File: src/rtl/regfile_pkg.sv
// rtl/regfile_pkg.sv - shared constants and types for the register-file writeback path
package regfile_pkg;

    localparam int XLEN = 32;
    localparam int NREG = 32;
    localparam int AW   = 5;

    typedef logic [AW-1:0] reg_idx_t;

    typedef struct packed {
        logic             valid;
        reg_idx_t         rd;
        logic [XLEN-1:0]  data;
    } wb_req_t;

endpackage

File: src/rtl/regfile_wb_scoreboard.sv
// rtl/regfile_wb_scoreboard.sv - pending-write scoreboard with hazard detection
module wb_scoreboard #(
    parameter int NREG = 32,
    parameter int AW   = 5
) (
    input  logic            clk,
    input  logic            rst,
    input  logic            issue_valid,
    input  logic [AW-1:0]   issue_rd,
    input  logic [AW-1:0]   chk_rs1,
    input  logic [AW-1:0]   chk_rs2,
    input  logic            clr_valid,
    input  logic [AW-1:0]   clr_rd,
    output logic [NREG-1:0] pending,
    output logic            hazard,
    output logic            issue_err
);

    logic [NREG-1:0] pending_nxt;
    logic            rd_term;
    logic            rd_commit;

    // Next reservation state: the committing write clears first, a new issue then sets,
    // so a same-register collision keeps the fresh reservation. Register 0 is never tracked.
    always_comb begin
        pending_nxt = pending;
        if (clr_valid) begin
            pending_nxt[clr_rd] = 1'b0;
        end
        if (issue_valid) begin
            pending_nxt[issue_rd] = 1'b1;
        end
        pending_nxt[0] = 1'b0;
    end

    // Reservation register; everything in flight is forgotten on reset.
    always_ff @(posedge clk or posedge rst) begin
        if (rst) begin
            pending <= '0;
        end else begin
            pending <= pending_nxt;
        end
    end

    // The destination term ignores a register whose write is committing on this edge.
    always_comb begin
        rd_commit = clr_valid && (clr_rd == issue_rd);
        rd_term   = pending[issue_rd] && !rd_commit;
        hazard    = pending[chk_rs1] || pending[chk_rs2] || rd_term;
        issue_err = issue_valid && rd_term;
    end

endmodule

File: src/rtl/regfile_wb_arbiter.sv
// rtl/regfile_wb_arbiter.sv - two-source writeback arbiter driving the register-file write port
module regfile_wb_arbiter #(
    parameter int XLEN       = 32,
    parameter int NREG       = 32,
    parameter int AW         = 5,
    parameter int STARVE_MAX = 3
) (
    input  logic            clk,
    input  logic            rst,
    input  logic            alu_valid,
    output logic            alu_ready,
    input  logic [AW-1:0]   alu_rd,
    input  logic [XLEN-1:0] alu_data,
    input  logic            mem_valid,
    output logic            mem_ready,
    input  logic [AW-1:0]   mem_rd,
    input  logic [XLEN-1:0] mem_data,
    input  logic            issue_valid,
    input  logic [AW-1:0]   issue_rd,
    input  logic [AW-1:0]   chk_rs1,
    input  logic [AW-1:0]   chk_rs2,
    output logic            hazard,
    output logic            rf_we,
    output logic [AW-1:0]   rf_rd,
    output logic [XLEN-1:0] rf_wdata,
    output logic [NREG-1:0] pending,
    output logic            err
);

    import regfile_pkg::*;

    localparam logic [1:0] STARVE_LIM = 2'(STARVE_MAX);

    logic     [1:0] starve_cnt;
    logic           alu_pri;
    logic           alu_fire;
    logic           mem_fire;
    logic           issue_err;
    logic           wb_err;
    wb_req_t        alu_req;
    wb_req_t        mem_req;
    wb_req_t        win_req;

    // Requests packed for a single selection path.
    always_comb begin
        alu_req = '{valid: alu_valid, rd: alu_rd, data: alu_data};
        mem_req = '{valid: mem_valid, rd: mem_rd, data: mem_data};
    end

    // Loads win by default; a starved ALU takes priority. Readies never look at their own valid,
    // and the two fire terms are mutually exclusive by construction.
    always_comb begin
        alu_pri   = (starve_cnt == STARVE_LIM);
        mem_ready = !(alu_pri && alu_valid);
        alu_ready = !mem_valid || alu_pri;
        alu_fire  = alu_valid && alu_ready;
        mem_fire  = mem_valid && mem_ready;
    end

    // Selected transfer for this cycle; valid doubles as the handshake flag.
    always_comb begin
        win_req = '0;
        if (alu_fire) begin
            win_req = alu_req;
        end else if (mem_fire) begin
            win_req = mem_req;
        end
        win_req.valid = alu_fire || mem_fire;
    end

    // A write to a register nobody reserved means issue and writeback disagree.
    always_comb begin
        wb_err = win_req.valid && (win_req.rd != '0) && !pending[win_req.rd];
    end

    // Count consecutive ALU losses; any ALU win or idle ALU starts over.
    always_ff @(posedge clk or posedge rst) begin
        if (rst) begin
            starve_cnt <= 2'd0;
        end else if (!alu_valid || alu_fire) begin
            starve_cnt <= 2'd0;
        end else if (starve_cnt != STARVE_LIM) begin
            starve_cnt <= starve_cnt + 2'd1;
        end
    end

    // One-cycle write pulse; register 0 writes are swallowed, index/data hold when idle.
    always_ff @(posedge clk or posedge rst) begin
        if (rst) begin
            rf_we    <= 1'b0;
            rf_rd    <= '0;
            rf_wdata <= '0;
        end else begin
            rf_we <= win_req.valid && (win_req.rd != '0);
            if (win_req.valid) begin
                rf_rd    <= win_req.rd;
                rf_wdata <= win_req.data;
            end
        end
    end

    // Sticky protocol-violation flag.
    always_ff @(posedge clk or posedge rst) begin
        if (rst) begin
            err <= 1'b0;
        end else if (issue_err || wb_err) begin
            err <= 1'b1;
        end
    end

    wb_scoreboard #(
        .NREG (NREG),
        .AW   (AW)
    ) u_scoreboard (
        .clk         (clk),
        .rst         (rst),
        .issue_valid (issue_valid),
        .issue_rd    (issue_rd),
        .chk_rs1     (chk_rs1),
        .chk_rs2     (chk_rs2),
        .clr_valid   (rf_we),
        .clr_rd      (rf_rd),
        .pending     (pending),
        .hazard      (hazard),
        .issue_err   (issue_err)
    );

endmodule
File: config.mk
export PLATFORM = sky130hd
export DESIGN_NAME = regfile_wb_arbiter
export DESIGN_NICKNAME = d
export VERILOG_FILES = /design/src/rtl/regfile_pkg.sv /design/src/rtl/regfile_wb_scoreboard.sv /design/src/rtl/regfile_wb_arbiter.sv
export SDC_FILE = /design/constraint.sdc
export NUM_CORES = 1
export LEC_CHECK = 0
export CAP_MARGIN = 10
export CORE_ASPECT_RATIO = 0.5
export CORE_MARGIN = 2
export CORE_UTILIZATION = 45
export DETAILED_ROUTE_END_ITERATION = 6
export PLACE_DENSITY_LB_ADDON = 0.15
export SKIP_LAST_GASP = 1
export SYNTH_ARGS = -nofsm -noshare
export SYNTH_HDL_FRONTEND = slang
export SYNTH_SLANG_ARGS = --single-unit
File: constraint.sdc
create_clock -name clk -period 3 [get_ports clk]
set_clock_uncertainty 0.05 [all_clocks]
set_input_delay 0.6 -clock clk [delete_from_list [all_inputs] [get_ports clk]]
set_output_delay 0.6 -clock clk [all_outputs]
set_load 0.02 [all_outputs]
==> implementation parameters, run 1 <==
Parameter                              Value

Outcome
  Run status ... finished clean

Cells and area
  Filler Cell Count ... 752
  # nets final ... 800
  Diodes inserted ... 0
  Share of final-layout standard cells stronger than drive strength 1 ... 0.189
  Post-Layout Inst Area ... 7120 um^2
  End-of-flow core utilization ... 0.737
  Area Growth Syn to Fin ... 55.7%

Critical path
  Worst reg2reg path startpoint ... starve_cnt[0]
  Critical path fanouts, max ... 3
  Type of the worst setup path ... in2out
  Worst EP arrival ... 2340 ps
  Sort of element at the start of the critical path ... input port
  Critical path endpoint category ... primary output
  Data required time of the critical path ... 2350 ps
  Critical Path Start ... issue_rd[1]
  R2R Setup Slk ... 430 ps

GRT
  Total global routing track utilization ... 0.303
  Antenna violations before repair ... 0
  Total grt overflow ... 0
  Number of global-route vias before repair ... 4888
  First-pass GRT wire length ... 25500 um
  Pin count of the biggest net entering global routing ... 44

Clocking
  Post-CTS Hold Buffers ... 0
  CTS HTree Levels ... 3
  Number of clock buffers inserted by TritonCTS ... 9
  Clock sink count ... 72
  Clock Tree Root ... clkbuf_16
  Clock transition at the registers of the reported paths ... 50 ps
  Max clock buf depth ... 2
  TritonCTS clock tree ... built
  Clk_lat worst skew ... 330 ps

Die
  Die Height ... 75.3 um
  Placeable core area ... 9670 um^2
  Number of core rows ... 25
  Starting density of the core ... 0.473
  Number of I/O pins ... 168
  Die footprint ... 11000 um^2
  Die Span X ... 147 um

Placement
  Number of I/O port buffers ... 166
  GP Congestion ... 0.977
  Dpl hpwl ... 11900 um
  Placed Instance Area ... 6730 um^2

Synth
  Synthesized area per cell ... 9.26 um^2
  Mapped Area ... 4570 um^2
  Number of enable-type register cells in the synthesized netlist ... 0
  Synth unique cells ... 48
  Commonest register cell after synthesis ... dfrtp_1
  Nets in the synthesized netlist ... 589
  Cell type with the highest aggregate area in the netlist ... dfrtp_1
  Largest cells by area after synthesis ... dfrtp_1 39%, o21ai_0 11%, mux4_2 9.8%
  Synth top area share ... 0.394
  Async set-reset flop share out of synthesis ... 1.00
  Cells after synthesis ... 494
  Count of yosys warnings during synthesis ... 0
  Sequential-to-total area share from yosys stat ... 0.394
  Flip-flop and latch count after synthesis ... 72

Run
  Maxcap violations ... 0

Detailed routing
  Total iterations of the first detailed-routing run ... 5
  Drt wl/cell ... 19.6 um
  Detailed-route vias per instance ... 5.94
  Antenna viol nets, final ... 0
  Wire length reported by the detailed router ... 16600 um
  Total vias in the final route ... 5016
  Iteration-0 DRC Markers ... 430
  Drc violations ... 0

Min path
  Type of the worst min-delay path ... reg2reg
  Hold Path Origin ... starve_cnt[0]

Power and ir drop
  Leakage dissipation ... 2.89 nW
  IR Drop Worst-Case VDD ... 0.367 mV
  Pwr dens ... 661 nW/um^2

STA
  Final worst path period need ... 2990 ps
  Slew HR ... 0.617
  RSZ-0062 raised after global routing ... true
  Highest achievable clock rate ... 335 MHz
  Final-report max-slew violation count ... 0
  Count of endpoints failing hold in the final timing report ... 0
  Slew of the pin with the lowest slew margin ... 573 ps
  Final clock period utilization by the worst path ... 0.995
  Final count of negative-setup-slack endpoints ... 0
[layout make-up]
class / count / area, um^2 / area share
multi-input combinational: 375 / 2560 / 0.359
timing repair buffer: 235 / 2240 / 0.314
sequential: 72 / 1800 / 0.253
clock buffer: 12 / 256 / 0.0360
tap: 135 / 169 / 0.0237
clock inverter: 4 / 52.6 / 0.00738
inverter: 12 / 45.0 / 0.00632
[critical path, stage by stage]
cell and delay, ps:
clkdlybuf4s15_1 270, mux4_2 520, inv_1 60, o22ai_1 80
or4_4 490, nand2_2 90, nand3_2 80, buf_6 140
[placed cells by master (no fill, tap or decap), types with 2 or more instances in the layout]
cell type | Yosys | layout
clkdlybuf4s50_1 | 0 | 155
o21ai_0 | 98 | 98
dfrtp_1 | 72 | 72
a21oi_1 | 64 | 64
nand2_1 | 64 | 63
buf_4 | 1 | 61
nand2b_1 | 33 | 33
mux4_2 | 20 | 25
nand3b_1 | 10 | 10
clkbuf_16 | 0 | 9
mux2i_1 | 8 | 8
inv_1 | 11 | 8
nor2_1 | 6 | 6
nand3_1 | 6 | 5
or3b_2 | 5 | 5
buf_2 | 6 | 5
mux2_2 | 4 | 4
xor2_1 | 4 | 4
o22ai_1 | 4 | 4
a221oi_1 | 4 | 4
a211oi_1 | 4 | 4
dlygate4sd2_1 | 0 | 4
and2_1 | 3 | 3
a22oi_2 | 3 | 3
nand4_1 | 3 | 3
inv_2 | 0 | 3
clkinvlp_4 | 0 | 3
buf_6 | 2 | 3
or3_1 | 2 | 2
a32o_1 | 2 | 2
a22o_1 | 2 | 2
a31oi_1 | 2 | 2
a311oi_1 | 2 | 2
clkbuf_8 | 0 | 2
bufbuf_16 | 0 | 2
buf_12 | 0 | 2
[registers in the layout (all words and copies together) (netlist names)]
register              cells
starve_cnt                2
err                       1
rf_wdata                 32
u_scoreboard.pending     31
rf_rd                     5
rf_we                     1
[through the flow]
stage | hold slack [ps] | setup slack (ps) | setup TNS (ps) | instances | power (W)
4_1_cts | 405 | 15.4 | 0 | 843 | 0.00467
5_1_grt | 420 | -44.0 | -44.0 | 845 | 0.00489
3_5_place_dp | 391 | -897 | -1110 | 822 | 0.00352
2_1_floorplan | 366 | 31.9 | 0 | 494 | 0.00238
6_report | 402 | 15.0 | 0 | 845 | 0.00470
3_3_place_gp | 379 | -798 | -929 | 822 | 0.00348
[power by group]
group / internal (W) / switching, W
Clock: 0.000689 / 0.000410
Combinational: 0.00112 / 0.00103
Sequential: 0.00119 / 0.000264
Total: 0.00300 / 0.00170
[worst paths after layout]
path	end	cells after the start
min in group asynchronous	rf_wdata[28]	2
min reg2reg	starve_cnt[0]	1
max in group asynchronous	u_scoreboard.pending[30]	3
max	hazard	8
max reg2reg	err	7
min	starve_cnt[0]	1
[cells by family (layout without fill, tap and decap cells)]
family	count (synthesis)	in the layout	share of synthesized area
AOI/OAI and AO/OA	195	195	0.240
muxes	37	37	0.155
buffers and inverters	47	263	0.0443
and+or+nand+nor	136	136	0.154
xor gates and xnor gates	5	5	0.00957
DFF	72	72	0.394
adders and majority gates	1	1	0.00273
other	1	1	0.000820
[cells in the mapped netlist, types with 2 or more instances]
master,count
or3_1,2
clkbuf_1,26
xor2_1,4
a311oi_1,2
dfrtp_1,72
a22oi_2,3
nand2b_1,33
and2_1,3
nand2_1,64
mux2_2,4
nand3_1,6
buf_2,6
or3b_2,5
mux4_1,5
a32o_1,2
nand3b_1,10
a221oi_1,4
nor2_1,6
inv_1,11
mux2i_1,8
a211oi_1,4
a21oi_1,64
o22ai_1,4
o21ai_0,98
a22o_1,2
buf_6,2
nand4_1,3
mux4_2,20
a31oi_1,2
[routing by layer]
metal	global-route usage	up-vias	share of wire
li1	-	2241	-
met1	0.358	2428	0.38
met2	0.537	309	0.48
met3	0.105	38	0.12
met4	0.100	0	0.019
met5	0	-	0
[what timing repair did]
action                                  4_1_cts  5_1_grt
gates cloned                                  2        1
pin swaps                                     3        0
resized for setup                            36        4
setup buffers                                 3        1
endpoints found under the setup margin        1        1
Note: power is estimated with default switching activity, not from simulation.
==> inputs of run 2 (changes only) <==
Settings changed: CELL_PAD_IN_SITES_DETAIL_PLACEMENT set to 1, CELL_PAD_IN_SITES_GLOBAL_PLACEMENT set to 2, CORE_UTILIZATION 45 to 26, SKIP_LAST_GASP 1 to not set.
==> run 2 against run 1 <==
Die area is 70% higher. Critical path depth is 1 lower. Register-to-register slack worse by 200 ps. Sequential share of layout area is 0.67 points lower. Hold slack better by 2.6 ps. Global-route usage is 8.5 points lower. Maximum frequency is 0.21% lower.
==> implementation parameters, run 2 (synthesized netlist as in run 1, its figures left out) <==
Parameter                              Value

GRT
  Pin count of the biggest net entering global routing ... 65
  First-pass GRT wire length ... 31100 um
  Antenna violations before repair ... 0
  Total global routing track utilization ... 0.218
  Number of global-route vias before repair ... 5136
  Total grt overflow ... 0

STA
  Highest achievable clock rate ... 334 MHz
  Post-Route Hold Slack ... 404 ps
  Sum of negative setup slack ... 0 ps
  Final WS setup ... 8.77 ps
  Final worst path period need ... 2990 ps
  Final clock period utilization by the worst path ... 0.997
  Slew of the pin with the lowest slew margin ... 582 ps
  Final-report max-slew violation count ... 0
  Final count of negative-setup-slack endpoints ... 0
  Count of endpoints failing hold in the final timing report ... 0
  Slew HR ... 0.612

Placement
  Number of I/O port buffers ... 166
  Worst setup timing slack at the placement stage ... -926 ps
  GP Congestion ... 0.883
  Dpl hpwl ... 14400 um
  Placed Instance Area ... 6920 um^2
  Dpl cells ... 928

Die
  Die Height ... 97.8 um
  Die footprint ... 18700 um^2
  Die Span X ... 192 um
  Number of I/O pins ... 168
  Number of core rows ... 34
  Starting density of the core ... 0.264
  Placeable core area ... 17300 um^2

Detailed routing
  Wire length reported by the detailed router ... 20100 um
  Total vias in the final route ... 4905
  Total iterations of the first detailed-routing run ... 5
  Drt wl/cell ... 21.1 um
  Detailed-route vias per instance ... 5.15
  Iteration-0 DRC Markers ... 260
  Drc violations ... 0
  Antenna viol nets, final ... 0

Power and ir drop
  Leakage dissipation ... 2.94 nW
  IR Drop Worst-Case VDD ... 0.271 mV
  Pwr dens ... 671 nW/um^2

Cells and area
  Most common library cell in the layout ignoring fill and taps ... clkdlybuf4s50_1
  Filler Cell Count ... 1964
  Share of final-layout standard cells stronger than drive strength 1 ... 0.204
  Largest register FFs ... 32
  Biggest register ... rf_wdata
  Biggest regs ... rf_wdata: 32 flops, u_scoreboard.pending: 31 flops, rf_rd: 5 flops
  # nets final ... 807
  Area Growth Syn to Fin ... 60.1%
  Post-Layout Inst Area ... 7320 um^2
  Most frequent cells in the layout ... 155 x clkdlybuf4s50_1, 98 x o21ai_0, 70 x dfrtp_1, 70 x buf_4, 64 x a21oi_1
  Post-route non-filler standard cell count ... 952

Clocking
  TritonCTS clock tree ... built
  CTS HTree Levels ... 3
  Clock Tree Root ... clkbuf_16
  Number of clock buffers inserted by TritonCTS ... 9
  Clk_lat worst skew ... 340 ps
  Clock transition at the registers of the reported paths ... 70 ps
  Max clock buf depth ... 2
  Clock sink count ... 72

Critical path
  Worst EP arrival ... 2340 ps
  Type of the worst setup path ... reg2out
  Critical path fanouts, max ... 5
  Critical path endpoint category ... primary output
  Data required time of the critical path ... 2350 ps
  Sort of element at the start of the critical path ... register

Outcome
  Run status ... finished clean

Min path
  Type of the worst min-delay path ... reg2reg

Run
  Maxcap violations ... 0
## run 2: cell count changes in the layout (fill, tap and decap cells not counted), moves of 2 or more
cell        delta
dfrtp_1        -2
buf_2          -4
buf_4          +9
clkinv_2       +2
clkinvlp_4     -3
dfrtp_2        +2
clkbuf_2       +2
## run 2: power by group
part	leakage [nW]	internal, W	switching (W)	total [W]
clock	0.165	0.000773	0.000445	0.00122
combinational	1.94	0.00116	0.00109	0.00224
sequential	0.836	0.00119	0.000265	0.00145
total	2.94	0.00312	0.00180	0.00492
## run 2: final timing paths
check	start	endpoint	slack, ps	cells past startpoint
setup / recovery	u_scoreboard.pending[12]	hazard	9	7
hold / removal	starve_cnt[0]	starve_cnt[0]	400	1
setup reg to reg	starve_cnt[0]	err	230	7
hold reg to reg	starve_cnt[0]	starve_cnt[0]	400	1
max in group asynchronous	rst	u_scoreboard.pending[11]	1610	3
min in group asynchronous	rst	rf_wdata[6]	600	2
## run 2: timing repair
item | in CTS | in global routing
resized for setup | 36 | 11
cloned | 1 | 0
setup buffers | 5 | 2
endpoints found under the setup margin | 1 | 1
hold buffers | 0 | 0
pin swaps | 2 | 2
## run 2: layout make-up
class,instances,area [um^2],share of cell area
Timing Repair Buffer,242,2280,0.311
Clock buffer,11,253,0.0345
Antenna cell,1,2.50,0.000342
Inverter,12,45.0,0.00615
Sequential cell,72,1800,0.246
Clock inverter,5,78.8,0.0108
Multi-Input combinational cell,375,2570,0.351
Tap cell,234,293,0.0400
## run 2: layer usage
layer,share of wire,global-route usage,wire length [um]
met4,0.013,0.0473,264
met1,0.44,0.292,8870
met3,0.075,0.0568,1500
met2,0.47,0.354,9440
met5,0,0,0
## run 2: metrics by stage
step	util	total power (W)
floorplan	-	0.00238
global route	0.423	0.00517
finish	0.423	0.00492
detailed placement	0.400	0.00366
CTS	0.422	0.00493
global placement	0.400	0.00364
## run 2: critical path, cell delays in order (launching register included)
cell     delay (ps)
dfrtp_1         450
mux4_2          520
inv_2            90
o22ai_2          70
or4_4           560
nand2_4          90
nand3_2          80
buf_6           140
